[src/rtl/clock_gen_pkg.sv]
// -----------------------------------------------------------------------------
// clock_gen_pkg
// Shared constants and helpers for the programmable clock divider.
//   DEF_DIV_W  : default width of the divide-ratio path
//   MIN_DIV    : smallest ratio the divider will run at
//   clamp_div  : returns max(div, MIN_DIV); width-agnostic (32-bit in/out)
// -----------------------------------------------------------------------------
package clock_gen_pkg;

    localparam int DEF_DIV_W = 8;
    localparam int MIN_DIV   = 2;

    // Ratios 0 and 1 cannot form a high and a low phase, so they run as 2.
    function automatic logic [31:0] clamp_div(input logic [31:0] div);
        return (div < 32'(MIN_DIV)) ? 32'(MIN_DIV) : div;
    endfunction

endpackage

[src/rtl/clock_gen_phase_ctr.sv]
// -----------------------------------------------------------------------------
// clock_gen_phase_ctr
// Phase counter for clock_gen. r_cnt is the index (0..N-1) of the current
// REF_CLK cycle inside a CLK period; it sits at 0 while the divider is idle.
// Ports:
//   i_clk       : reference clock, rising edge
//   i_rst_n     : asynchronous active-low reset
//   i_clear     : force the count to 0 on this edge (period boundary / idle)
//   i_n         : ratio currently in effect (already clamped, >= 2)
//   o_wrap      : current cycle is the last one of the period (cnt == N-1)
//   o_high_next : cycle after this edge belongs to the high phase
// -----------------------------------------------------------------------------
module clock_gen_phase_ctr
    import clock_gen_pkg::*;
#(
    parameter int DIV_W = DEF_DIV_W
) (
    input  logic             i_clk,
    input  logic             i_rst_n,
    input  logic             i_clear,
    input  logic [DIV_W-1:0] i_n,
    output logic             o_wrap,
    output logic             o_high_next
);

    localparam logic [DIV_W-1:0] ONE = DIV_W'(1);

    logic [DIV_W-1:0] r_cnt;
    logic [DIV_W-1:0] w_cnt_next;
    logic [DIV_W-1:0] w_high_len;

    // ceil(N/2) written as N/2 + N[0] so N = 2^DIV_W-1 cannot overflow.
    assign w_high_len  = (i_n >> 1) + {{(DIV_W-1){1'b0}}, i_n[0]};
    assign w_cnt_next  = i_clear ? '0 : r_cnt + ONE;
    assign o_wrap      = (r_cnt == i_n - ONE);
    assign o_high_next = (w_cnt_next < w_high_len);

    // NOTE: state registers use non-blocking assignments so every flop samples
    // the pre-edge values of its neighbours, independent of evaluation order.
    always_ff @(posedge i_clk or negedge i_rst_n) begin
        if (!i_rst_n) begin
            r_cnt <= '0;
        end else begin
            r_cnt <= w_cnt_next;
        end
    end

endmodule

[src/rtl/clock_gen.sv]
// -----------------------------------------------------------------------------
// clock_gen
// Programmable integer clock divider: CLK = REF_CLK / N, high for ceil(N/2)
// cycles and low for floor(N/2). The ratio is sampled only at a period start,
// and a stop request lets the current period finish, so CLK never glitches.
// Ports:
//   REF_CLK    : free-running reference clock, rising edge
//   RST_N      : asynchronous active-low reset
//   EN         : run request (1 = generate CLK, 0 = stop after this period)
//   DIV        : requested ratio N; 0 and 1 behave as 2
//   CLK        : generated clock, driven straight from a flop
//   DIV_ACTIVE : ratio of the period in progress (post-clamp)
//   RUNNING    : high while a CLK period is in progress
//   TICK       : (only with CLOCK_GEN_TICK_EN) one REF_CLK-cycle pulse that
//                coincides with each CLK rising edge
// Configuration macro: CLOCK_GEN_TICK_EN adds the TICK output.
// -----------------------------------------------------------------------------
module clock_gen
    import clock_gen_pkg::*;
#(
    parameter int DIV_W       = DEF_DIV_W,
    parameter int DEFAULT_DIV = 2
) (
    input  logic             REF_CLK,
    input  logic             RST_N,
    input  logic             EN,
    input  logic [DIV_W-1:0] DIV,
    output logic             CLK,
    output logic [DIV_W-1:0] DIV_ACTIVE,
    output logic             RUNNING
`ifdef CLOCK_GEN_TICK_EN
    ,
    output logic             TICK
`endif
);

    localparam logic [DIV_W-1:0] RESET_DIV = DIV_W'(clamp_div(32'(DEFAULT_DIV)));

    logic             r_clk;
    logic             r_running;
    logic [DIV_W-1:0] r_div_active;

    logic [DIV_W-1:0] w_n_req;
    logic             w_wrap;
    logic             w_high_next;
    logic             w_boundary;
    logic             w_start;

    assign w_n_req = DIV_W'(clamp_div(32'(DIV)));

    // A period may only begin on an edge that closes the previous one, or
    // from idle; anywhere else EN and DIV are ignored.
    assign w_boundary = !r_running || w_wrap;
    assign w_start    = w_boundary && EN;

    clock_gen_phase_ctr #(
        .DIV_W (DIV_W)
    ) u_phase_ctr (
        .i_clk       (REF_CLK),
        .i_rst_n     (RST_N),
        .i_clear     (w_boundary),
        .i_n         (r_div_active),
        .o_wrap      (w_wrap),
        .o_high_next (w_high_next)
    );

    always_ff @(posedge REF_CLK or negedge RST_N) begin
        if (!RST_N) begin
            r_clk        <= 1'b0;
            r_running    <= 1'b0;
            r_div_active <= RESET_DIV;
        end else if (w_start) begin
            r_clk        <= 1'b1;
            r_running    <= 1'b1;
            r_div_active <= w_n_req;
        end else if (w_boundary) begin
            r_clk        <= 1'b0;
            r_running    <= 1'b0;
        end else begin
            r_clk        <= w_high_next;
        end
    end

    assign CLK        = r_clk;
    assign RUNNING    = r_running;
    assign DIV_ACTIVE = r_div_active;

`ifdef CLOCK_GEN_TICK_EN
    logic r_tick;

    always_ff @(posedge REF_CLK or negedge RST_N) begin
        if (!RST_N) begin
            r_tick <= 1'b0;
        end else begin
            r_tick <= w_start;
        end
    end

    assign TICK = r_tick;
`endif

endmodule

[config.mk]
export PLATFORM = sky130hd
export DESIGN_NAME = clock_gen
export DESIGN_NICKNAME = d
export VERILOG_FILES = /design/src/rtl/clock_gen_pkg.sv /design/src/rtl/clock_gen_phase_ctr.sv /design/src/rtl/clock_gen.sv
export SDC_FILE = /design/constraint.sdc
export NUM_CORES = 1
export LEC_CHECK = 0
export BUFFER_PORTS_ARGS = -buffer_cell sky130_fd_sc_hd__buf_4
export CAP_MARGIN = 10
export CORE_MARGIN = 3
export CORE_UTILIZATION = 59
export CTS_CLUSTER_SIZE = 24
export DETAILED_ROUTE_END_ITERATION = 12
export PLACE_DENSITY = 0.84
export SYNTH_ARGS = -nofsm -noshare
export SYNTH_HDL_FRONTEND = slang
export SYNTH_HIERARCHICAL = 1
export SYNTH_SLANG_ARGS = --single-unit
[constraint.sdc]
create_clock -name REF_CLK -period 9.7 [get_ports REF_CLK]
set_clock_uncertainty 0.2 [all_clocks]
set_input_delay 0.485 -clock REF_CLK [delete_from_list [all_inputs] [get_ports REF_CLK]]
set_output_delay 0.485 -clock REF_CLK [all_outputs]
set_load 0.01 [all_outputs]
==> results.md, run 1 <==
* XOR/XNOR Fraction of Synth Area at 16.1%
* Final Slew Violations at 0
* Dominant cells by area after synthesis: dfrtp_1 (34%), ha_1 (11%), xor2_1 (9.1%)
* Via count at 955
* Pin count of the biggest net entering global routing at 19
* Bufs on Longest Clock Path at 2
* Ys async rst share at 100%
* WS Path Type: flip-flop to flip-flop
* Initial DRT Pass Iterations at 4
* RSZ-0062 raised after global routing: false
* Flop pwr share at 58.7%
* Pwr Density at 88.2 nW/um2
* Warnings from Yosys at 6
* Finish-stage setup viols at 0
* Largest family of logic cells by synthesized area: simple AND/OR/NAND/NOR gates
* Post-Syn Nets at ~140
* Placer Congestion at 0.847
* Post-synth top area share at 33.9%
* Hold_buf cts at 1
* Unique masters post-synth at 32
* Post-CTS sizing at 0
* Diode count at 0
* DR vias/cell at about 5.7
* Status: completed
* Clock share of power at a little over a third
* Post-synthesis simple-gate area fraction at 18.1%
* FF-to-FF setup slack at between 5 and 6 ns
* Die height at 52.1 um
* Cell Rows at 16
* CTS tree: yes
* Clock Root Buffer: clkbuf_4
* FF-to-FF End: CLK$_DFF_PN0_
* Synth Area in Adders at 11.0%
* Multi-input logic area at 752 um2
* Syn avg cell area at 10.4 um2
* Cells after Synth at 120
* Routed wire per std cell at 14.9 um
* ANT nets after route at 0
* Post-route minimum period at around 3.8 ns
* Worst hold start: EN
* Period utilisation layout at 39.5%
* Post CTS Setup Buffer Count at 0
* Area delta synth->final at 15.6%
* FF/Latch Area at 452 um2
* Initial antenna violation count at 0
* Switching power of the nets at around 27 uW
* Worst flop-to-flop path startpoint: DIV_ACTIVE[1]$_DFFE_PN1P_
* Sink Count at 18
* Max-Slew Margin vs Limit at 63.1%
* Worst hold path type: input pin to flip-flop
* Max Cap Viol at 0
* Vias in the first global route at 925
* Setup crit end kind: flip-flop
* H-tree depth at 1
* Clock latency at the later pin of the worst-skew pair at 0.29 ns
* Leakage power at 0.704 nW
* Post-route DRC violation count at 0
* Synth Cell Area at 1250 um2
* Fin Hold WS at roughly 0.17 ns
* Sequential fraction of the synthesis area at between 30% and 40%
* Fraction of layout cells with a size suffix above 1 at 26.2%
* Overflow after GRT at 0
* Post-synthesis compound-gate area fraction at 6.99%
* Most frequent cells in the layout: buf_4 (20), dfrtp_1 (17), xor2_1 (13), ha_1 (11), xnor2_1 (10)
* Crit start category: flip-flop
* DP HPWL at 1.96 mm
* Die extent in x at 52.1 um
* Worst VDD drop at 76.3 uV
* Critical Path AT at between 3 and 4 ns
* FF+latch count, synth at 18
* Routed wire length at 2.51 mm
* Setup TNS at 0 ns
* Commonest non-fill, non-tap cell in the layout: buf_4
* 1st-iter DRT viols at 9
* Number of flops mapped to enable cells by yosys at 0
* Final nets at 164
* Die area at 2710 um2
* FF-to-FF path depth at 16
* Multiplexer share of the synthesized area at 7.88%
* # fillers at between 100 and 150
* Core area at 1980 um2
* I/O Buffers at 20
* Initial Util at 63.3%
* Sw frac at 20.8%
* Global-route wire length before repair at 4.08 mm
* FMAX at ~260 MHz
* Synth area leader: dfrtp_1
* CTS Buf Count at 3
* Critical path origin: DIV_ACTIVE[1]$_DFFE_PN1P_
* Critical Path Sink: CLK$_DFF_PN0_
* CTS clock-pin slew for the worst setup and hold paths at around 0.11 ns
* CP Max Fanout at 14
* Logic pwr share at around 5.0%
* Worst slew pin tran at 0.554 ns
* Hold violation total from the final report at 0
* WP data required at 9.71 ns
* Internal at a little over 100 uW
* Top FF cell, synth: dfrtp_1
* I/O pin count at 21
* GRT Overall Usage at 20.6%
-- stage by stage --
step / instance area (um2) / std cells / setup WS [ns] / power, mW / util [%]
3_3_place_gp: 1400 / 163 / 6.04 / 0.0825 / 70.8
5_1_grt: 1450 / 168 / 5.61 / 0.132 / 73.1
2_1_floorplan: 1250 / 120 / 6.30 / 0.0772 / -
4_1_cts: 1450 / 168 / 5.83 / 0.128 / 73.1
6_report: 1450 / 168 / 5.87 / 0.128 / 73.1
3_5_place_dp: 1400 / 163 / 5.88 / 0.0827 / 70.8
-- critical path, cell delays in order (launching register included) --
cell	delay, ns
dfstp_2	0.60
inv_1	0.05
ha_1	0.20
nor3b_4	0.17
mux2i_1	0.15
mux2i_1	0.16
nand2_1	0.08
a2111oi_2	0.28
nand2b_1	0.50
nor2b_1	0.14
ha_1	0.32
a21o_1	0.16
a21oi_1	0.13
o21ai_0	0.12
a221oi_1	0.25
inv_1	0.07
o21ai_0	0.16
-- cells by family (layout without fill, tap and decap cells) --
group / count (synthesis) / count (layout)
simple gates: 38 / 38
mux: 9 / 9
compound gates: 13 / 13
buf+inv: 8 / 29
fa+ha+maj: 11 / 11
xor+xnor: 23 / 23
flops: 18 / 18
-- power by group through the flow --
stage	Clock (mW)	Sequential, mW	Combinational [mW]
floorplan	0	0.0765	0.000727
global placement	0	0.0765	0.00602
detailed placement	0	0.0765	0.00626
CTS	0.0464	0.0750	0.00658
global route	0.0497	0.0750	0.00702
finish	0.0463	0.0750	0.00644
-- final cells by class --
class | count | area share (%)
Multi-Input combinational cell | 94 | 51.9
Timing Repair Buffer | 21 | 11.1
Clock buffer | 4 | 2.50
Tap cell | 27 | 2.33
Sequential cell | 18 | 31.2
Inverter | 4 | 1.04
-- worst min path at each step --
stage | end | slack, ns | cells past startpoint
6_report | DIV_ACTIVE[1]$_DFFE_PN1P_ | 0.17 | 2
5_1_grt | DIV_ACTIVE[1]$_DFFE_PN1P_ | 0.16 | 2
4_1_cts | DIV_ACTIVE[1]$_DFFE_PN1P_ | 0.16 | 2
3_5_place_dp | DIV_ACTIVE[0]$_DFFE_PN0P_ | 0.17 | 1
3_3_place_gp | DIV_ACTIVE[2]$_DFFE_PN0P_ | 0.16 | 1
2_1_floorplan | CLK$_DFF_PN0_ | -0.01 | 0
-- layer usage --
metal | up-vias | GRT usage (%) | part of all wire, %
li1 | 460 | - | -
met1 | 468 | 25.3 | 44
met2 | 25 | 36.2 | 52
met3 | 2 | 3.44 | 4.1
met4 | 0 | 6.55 | 0.40
met5 | - | 0 | 0
-- flip-flops by register name, indices dropped and copies added (netlist names) --
name	flops
RUNNING	1
DIV_ACTIVE	8
u_phase_ctr/r_cnt	8
CLK	1
-- synth_stat cells (2+ instances only) --
library cell / n
and3_1: 4
nand2b_1: 2
mux2i_1: 2
nand2_1: 3
ha_1: 11
mux2_1: 2
nor2b_1: 2
nand3_1: 9
inv_1: 4
nor3_2: 2
dfrtp_1: 17
o21ai_0: 3
nor2_1: 9
a21oi_1: 4
xor2_1: 13
a21o_1: 2
mux2_2: 5
buf_6: 2
xnor2_1: 10
nor3_1: 2
Power figures use the tool's default switching activity.
==> run 2, diff against run 1 <==
ABC_AREA = 1   (was default)
CORE_UTILIZATION = 56   (was 59)
PLACE_DENSITY = 0.8   (was 0.84)
clock period = 3.7 ns   (was 9.7 ns; I/O delays follow)
==> results.md, run 2 <==
* Status: completed
* CTS clock-pin slew for the worst setup and hold paths at 0.10 ns (about the same)
* Bufs on Longest Clock Path at 2 (unchanged)
* Cells after Synth at 192 (+60%)
* Vias in the first global route at 1217 (+32%)
* CP Max Fanout at 17 (+3)
* Diode count at 0 (unchanged)
* Leakage power at 0.835 nW (+19%)
* Area delta synth->final at 18.9%
* Period utilisation layout at 87.7% (+48 points)
* Routed wire length at 3.08 mm (+23%)
* Sink Count at 18 (unchanged)
* Via count at 1322 (+38%)
* Die area at 3100 um2 (+14%)
* Synth Cell Area at 1380 um2 (+10%)
* Logic pwr share at 6.8% (+1.8 points)
* Syn avg cell area at 7.19 um2 (-31%)
* Top FF cell, synth: dfrtp_1
* Synth area leader: dfrtp_1
* Worst flop-to-flop path startpoint: DIV_ACTIVE[1]$_DFFE_PN1P_
* Post-Syn Nets at 214 (+51%)
* CP max stage delay at 0.59 ns (about the same)
* Clock share of power at 35.4% (-0.9 points)
* Hold violation total from the final report at 0 (unchanged)
* Hold Path End: DIV_ACTIVE[6]$_DFFE_PN0P_
* Max Cap Viol at 0 (unchanged)
* Most frequent cells in the layout: nand2_1 (50), nor2_1 (27), buf_4 (20), inv_1 (19)
* FF-to-FF setup slack at 0.46 ns (-5.41 ns)
* FF+latch count, synth at 18 (unchanged)
* Pin count of the biggest net entering global routing at 19 (unchanged)
* Die extent in x at 55.7 um (+6.9%)
* Post-CTS sizing at 0 (unchanged)
* Clock latency at the later pin of the worst-skew pair at 0.29 ns (about the same)
* Switching power of the nets at 70.7 uW (+170%)
* WP data required at 3.69 ns (-6.02 ns)
* ANT nets after route at 0 (unchanged)
* FMAX at 308 MHz (+18%)
* Number of flops mapped to enable cells by yosys at 0 (unchanged)
* FF-to-FF path depth at 20 (+4)
* Sw frac at 20.8% (about the same)
* 1st-iter DRT viols at 36 (+27)
* Pwr Density at 207 nW/um2 (+130%)
* Post-route minimum period at 3.24 ns (-0.590 ns)
* Hold depth at 3 (+1)
* CP max stage cell: dfstp_2
* Gr busiest metal: met2
* GR Util met1 at 24.7% (-0.60 points)
* Post-synth top area share at 30.8% (-3.1 points)
* CTS tree: yes
* Global-route wire length before repair at 5.25 mm (+29%)
* Flop pwr share at 57.8% (-0.9 points)
* Initial DRT Pass Iterations at 5 (+1)
* Grt met2 use at 39.7% (+3.5 points)
* Max-Slew Margin vs Limit at 73.4% (+10 points)
* Finish-stage setup viols at 0 (unchanged)
* Initial Util at 60.7% (-2.6 points)
* WS Path Type: flip-flop to flip-flop
* Placer Congestion at 0.773 (-8.7%)
* Fraction of layout cells with a size suffix above 1 at 16.9% (-9.3 points)
* Worst path cell trace: inv_1 -> ha_1 -> inv_1 -> nand2_1 -> nand2_1 -> nor2_1 -> nand3_1 -> nor2_1 -> nand3_1 -> nor2_1 -> inv_2 -> nand2_4 -> inv_1 -> o21ai_0 -> a21oi_1 -> ha_1 -> nand2_1 -> o21ai_0 -> a21oi_1 -> o21a_1
* Post-route DRC violation count at 0 (unchanged)
* I/O Buffers at 20 (unchanged)
* Internal at 269 uW (+170%)
* DP HPWL at 2.27 mm (+16%)
* I/O pin count at 21 (unchanged)
* Worst hold path type: input pin to flip-flop
* GRT Overall Usage at 20.8% (+0.17 points)
* Core area at 2280 um2 (+15%)
* Setup TNS at 0 ns (unchanged)
* Setup crit end kind: flip-flop
* Critical Path AT at 3.23 ns (-0.61 ns)
* Warnings from Yosys at 6 (unchanged)
* Routed wire per std cell at 12.5 um (-16%)
* Unique masters post-synth at 26 (-19%)
* Top-count cell post-synth: nand2_1
* Worst slew pin tran at 0.398 ns (-0.156 ns)
* Post-synth top cells: nand2_1 (50), nor2_1 (27), inv_1 (19)
* Final nets at 242 (+48%)
* H-tree depth at 1 (unchanged)
* Final Slew Violations at 0 (unchanged)
* FF-to-FF End: CLK$_DFF_PN0_
* RSZ-0062 raised after global routing: false
* Worst VDD drop at 225 uV (+200%)
* Pwr Total at 340 uW (+170%)
* Clock Root Buffer: clkbuf_4
* CTS Buf Count at 3 (unchanged)
* Crit start category: flip-flop
* Core Util, Final at 72.2% (-0.92 points)
* Met3 usage in global routing at 2.09% (-1.4 points)
* DR vias/cell at 5.35 (-5.8%)
* Dominant cells by area after synthesis: dfrtp_1 (31%), nand2_1 (14%), ha_1 (10%)
* Cell Rows at 17 (+1)
* Worst hold start: EN
* Sequential fraction of the synthesis area at 32.7% (-3.3 points)
* Ys async rst share at 100% (unchanged)
* Commonest non-fill, non-tap cell in the layout: nand2_1
* Initial antenna violation count at 0 (unchanged)
* Critical path origin: DIV_ACTIVE[1]$_DFFE_PN1P_
* Die height at 55.7 um (+6.9%)
* Overflow after GRT at 0 (unchanged)
## run 2: cell count changes in the layout (fill, tap and decap cells not counted), moves of 5 or more
cell and delta:
nand2_1 +47, nor2_1 +18, inv_1 +15, nand3_1 +8
dlygate4sd3_1 +7, xor2_1 -7, a21oi_1 +5, mux2_2 -5
xnor2_1 -5
## run 2: worst max-delay path by stage
| stage | to | slack, ns | depth (start not counted) |
|---|---|---|---|
| floorplan | CLK$_DFF_PN0_ | 0.77 | 19 |
| global placement | CLK$_DFF_PN0_ | 0.64 | 17 |
| detailed placement | CLK$_DFF_PN0_ | 0.55 | 20 |
| CTS | CLK$_DFF_PN0_ | 0.52 | 20 |
| global route | CLK$_DFF_PN0_ | 0.25 | 20 |
| finish | CLK$_DFF_PN0_ | 0.46 | 20 |
## run 2: critical path: cells and delay by family, from the launching register on
kind,cells,cell delay [ns]
AOI/OAI and AO/OA,5,0.71
DFF,1,0.59
and+or+nand+nor,9,0.75
buffers and inverters,4,0.28
adders and majority gates,2,0.61
## run 2: what timing repair did
| action | CTS | global route |
|---|---|---|
| hold buffers | 8 | 0 |
| endpoints found under the hold margin | 25 | 0 |
| endpoints found under the setup margin | 0 | 0 |
| setup buffers | 0 | 0 |
## run 2: cell families (layout without fill, tap and decap cells)
kind of cell | after synthesis | in the layout | synth area share (%)
buf+inv | 28 | 55 | 9.15
compound gates | 19 | 19 | 7.61
fa+ha+maj | 11 | 11 | 9.96
flops | 18 | 18 | 32.7
simple gates | 105 | 105 | 33.6
xor+xnor | 11 | 11 | 6.97
## run 2: cell type report
class                      instances  area, um2
tap                               28       35.0
multi-input combinational        146        803
clock buffer                       4       36.3
inverter                          23       86.3
fill                             185        633
timing repair buffer              28        230
sequential                        18        452
## run 2: power by group through the flow
stage                     Sequential (mW)  Combinational [mW]  Clock (mW)
after floorplan                     0.201             0.00361           0
after global placement              0.200              0.0155           0
after detailed placement            0.200              0.0162           0
after CTS                           0.197              0.0230       0.124
after global routing                0.197              0.0255       0.134
final                               0.197              0.0232       0.120
## run 2: routing by layer
| layer | wire [um] | vias to the layer above |
|---|---|---|
| li1 | - | 661 |
| met1 | 1340 | 622 |
| met2 | 1580 | 35 |
| met3 | 141 | 4 |
| met4 | 23 | 0 |
| met5 | 0 | - |
## run 2: through the flow
step	worst slack (ns)	area, um2	hold slack [ns]	std cells
final	0.456	1640	0.0253	247
after global routing	0.246	1640	0.0170	247
after CTS	0.517	1640	0.0105	247
after detailed placement	0.551	1530	-0.132	235
after global placement	0.641	1530	-0.139	235
after floorplan	0.773	1380	-0.311	192
==> run 3, diff against run 2 <==
CORE_UTILIZATION = 35   (was 56)
PLACE_DENSITY = 0.55   (was 0.8)
==> results.md, run 3 (synthesis results as in run 2) <==
* Global-route wire length before repair at 5.28 mm (+0.53%)
* FMAX at 313 MHz (+1.4%)
* Clock Root Buffer: clkbuf_8
* Leakage power at 0.835 nW (about the same)
* Area delta synth->final at 20.7%
* CP max stage delay at 0.59 ns (about the same)
* Hold violation total from the final report at 0 (unchanged)
* Routed wire length at 3.03 mm (-1.6%)
* Pwr Total at 375 uW (+10%)
* Post-route minimum period at 3.20 ns (-0.0458 ns)
* Worst slew pin tran at 0.369 ns (-0.0293 ns)
* CP delay by family, top: simple AND/OR/NAND/NOR gates
* Pin count of the biggest net entering global routing at 19 (unchanged)
* Worst path cell trace: inv_1 -> ha_1 -> inv_1 -> nand2_1 -> nand2_1 -> nor2_1 -> nand3_1 -> nor2_1 -> nand3_1 -> nor2_1 -> inv_2 -> nand2_4 -> inv_1 -> o21ai_0 -> a21oi_1 -> ha_1 -> nand2_1 -> o21ai_0 -> a21oi_1 -> o21a_1
* Vias in the first global route at 1143 (-6.1%)
* Crit start category: flip-flop
* CP bufs+invs at 4 (unchanged)
* Sink Count at 18 (unchanged)
* Initial DRT Pass Iterations at 4 (-1)
* Placer Congestion at 0.824 (+6.6%)
* Finished Layout Cells at 265 (+7.3%)
* Critical Path AT at 3.14 ns (-0.09 ns)
* Via count at 1228 (-7.1%)
* Max-Slew Margin vs Limit at 75.4% (+2.0 points)
* Commonest non-fill, non-tap cell in the layout: nand2_1
* WS Path Type: flip-flop to flip-flop
* Post-route DRC violation count at 0 (unchanged)
* CTS clock-pin slew for the worst setup and hold paths at 0.07 ns (-0.03 ns)
* Status: completed
* Routed wire per std cell at 11.4 um (-8.3%)
* GRT Overall Usage at 14.8% (-6.0 points)
* I/O Buffers at 20 (unchanged)
* Die height at 68.8 um (+24%)
* Placed insts at 255 (+8.5%)
* ANT nets after route at 0 (unchanged)
* Core area at 3740 um2 (+64%)
* DR vias/cell at 4.63 (-13%)
* Setup TNS at 0 ns (unchanged)
* Worst VDD drop at 216 uV (-4.1%)
* Core Util, Final at 44.5% (-28 points)
* Die extent in x at 68.8 um (+24%)
* Final nets at 240 (-0.83%)
* Setup crit end kind: flip-flop
* Initial Util at 36.9% (-24 points)
* 1st-iter DRT viols at 50 (+39%)
* Diode count at 0 (unchanged)
* Initial antenna violation count at 0 (unchanged)
* Post-place setup slack at 0.474 ns (-0.0763 ns)
* Pwr Density at 225 nW/um2 (+8.7%)
* Most frequent cells in the layout: nand2_1 (50), nor2_1 (27), buf_4 (20), inv_1 (19)
* Max Cap Viol at 0 (unchanged)
* WP data required at 3.64 ns (-0.05 ns)
* I/O pin count at 21 (unchanged)
* Period utilisation layout at 86.4% (-1.2 points)
* Overflow after GRT at 0 (unchanged)
* RSZ-0062 raised after global routing: false
* H-tree depth at 1 (unchanged)
* Worst hold path type: input pin to flip-flop
* Post-CTS sizing at 0 (unchanged)
* Bufs on Longest Clock Path at 2 (unchanged)
* DP HPWL at 2.37 mm (+4.4%)
* Final WS setup at 0.501 ns (+0.0458 ns)
* Clock latency at the later pin of the worst-skew pair at 0.25 ns (-0.04 ns)
* Final Slew Violations at 0 (unchanged)
* CP max stage cell: dfstp_2
* Finish-stage setup viols at 0 (unchanged)
* CTS tree: yes
* CP Max Fanout at 17 (unchanged)
* Die area at 4740 um2 (+53%)
* CTS Buf Count at 3 (unchanged)
* Fraction of layout cells with a size suffix above 1 at 17.1% (+0.16 points)
* Cell Rows at 22 (+5)
## run 3: cell types whose count changed in the layout (fill, tap and decap cells not counted), sizes merged
cell         previous run  this run
dlygate4sd3             8         6
## run 3: report_power, final
group / total, mW / switching (mW) / internal [mW]
Clock: 0.158 / 0.0632 / 0.0943
Sequential: 0.197 / 0 / 0.197
Combinational: 0.0209 / 0.00936 / 0.0115
## run 3: per-layer routing
metal	wire, um	GRT usage, %	up-vias
li1	-	-	656
met1	1430	19.4	552
met2	1510	25.7	18
met3	71	1.30	2
met4	14	4.38	0
met5	0	0	-
## run 3: worst min-delay path: cells and delay by family
family	cells	cell delay [ns]
buffers and inverters	1	0.08
and+or+nand+nor	2	0.14
## run 3: through the flow
step / instance area, um2 / hold WS, ns
floorplan: 1380 / -0.311
global placement: 1550 / -0.129
detailed placement: 1550 / -0.130
CTS: 1670 / 0.00765
global route: 1670 / 0.0254
finish: 1670 / 0.00336
## run 3: timing repair
| item | CTS | global route |
|---|---|---|
| endpoints found under the hold margin | 23 | 0 |
| buffers inserted | 0 | 0 |
| hold buffers | 6 | 0 |
## run 3: final timing paths
check                                               start                              to  slack (ns)  depth (start not counted)
setup / recovery                DIV_ACTIVE[1]$_DFFE_PN1P_                   CLK$_DFF_PN0_        0.50                         20
hold / removal                                     DIV[6]       DIV_ACTIVE[6]$_DFFE_PN0P_       0.003                          3
setup reg to reg                DIV_ACTIVE[1]$_DFFE_PN1P_                   CLK$_DFF_PN0_        0.50                         20
hold reg to reg            u_phase_ctr/r_cnt[0]$_DFF_PN0_  u_phase_ctr/r_cnt[0]$_DFF_PN0_        0.34                          1
max in group asynchronous                           RST_N       DIV_ACTIVE[1]$_DFFE_PN1P_        2.90                          2
min in group asynchronous                           RST_N       DIV_ACTIVE[2]$_DFFE_PN0P_        0.14                          2
## run 3: cell type report
class	instances	area [um2]
inverter	23	86.3
clock buffer	4	55.1
sequential	18	452
fill	421	2080
timing repair buffer	26	210
multi-input combinational	146	803
tap	48	60.1
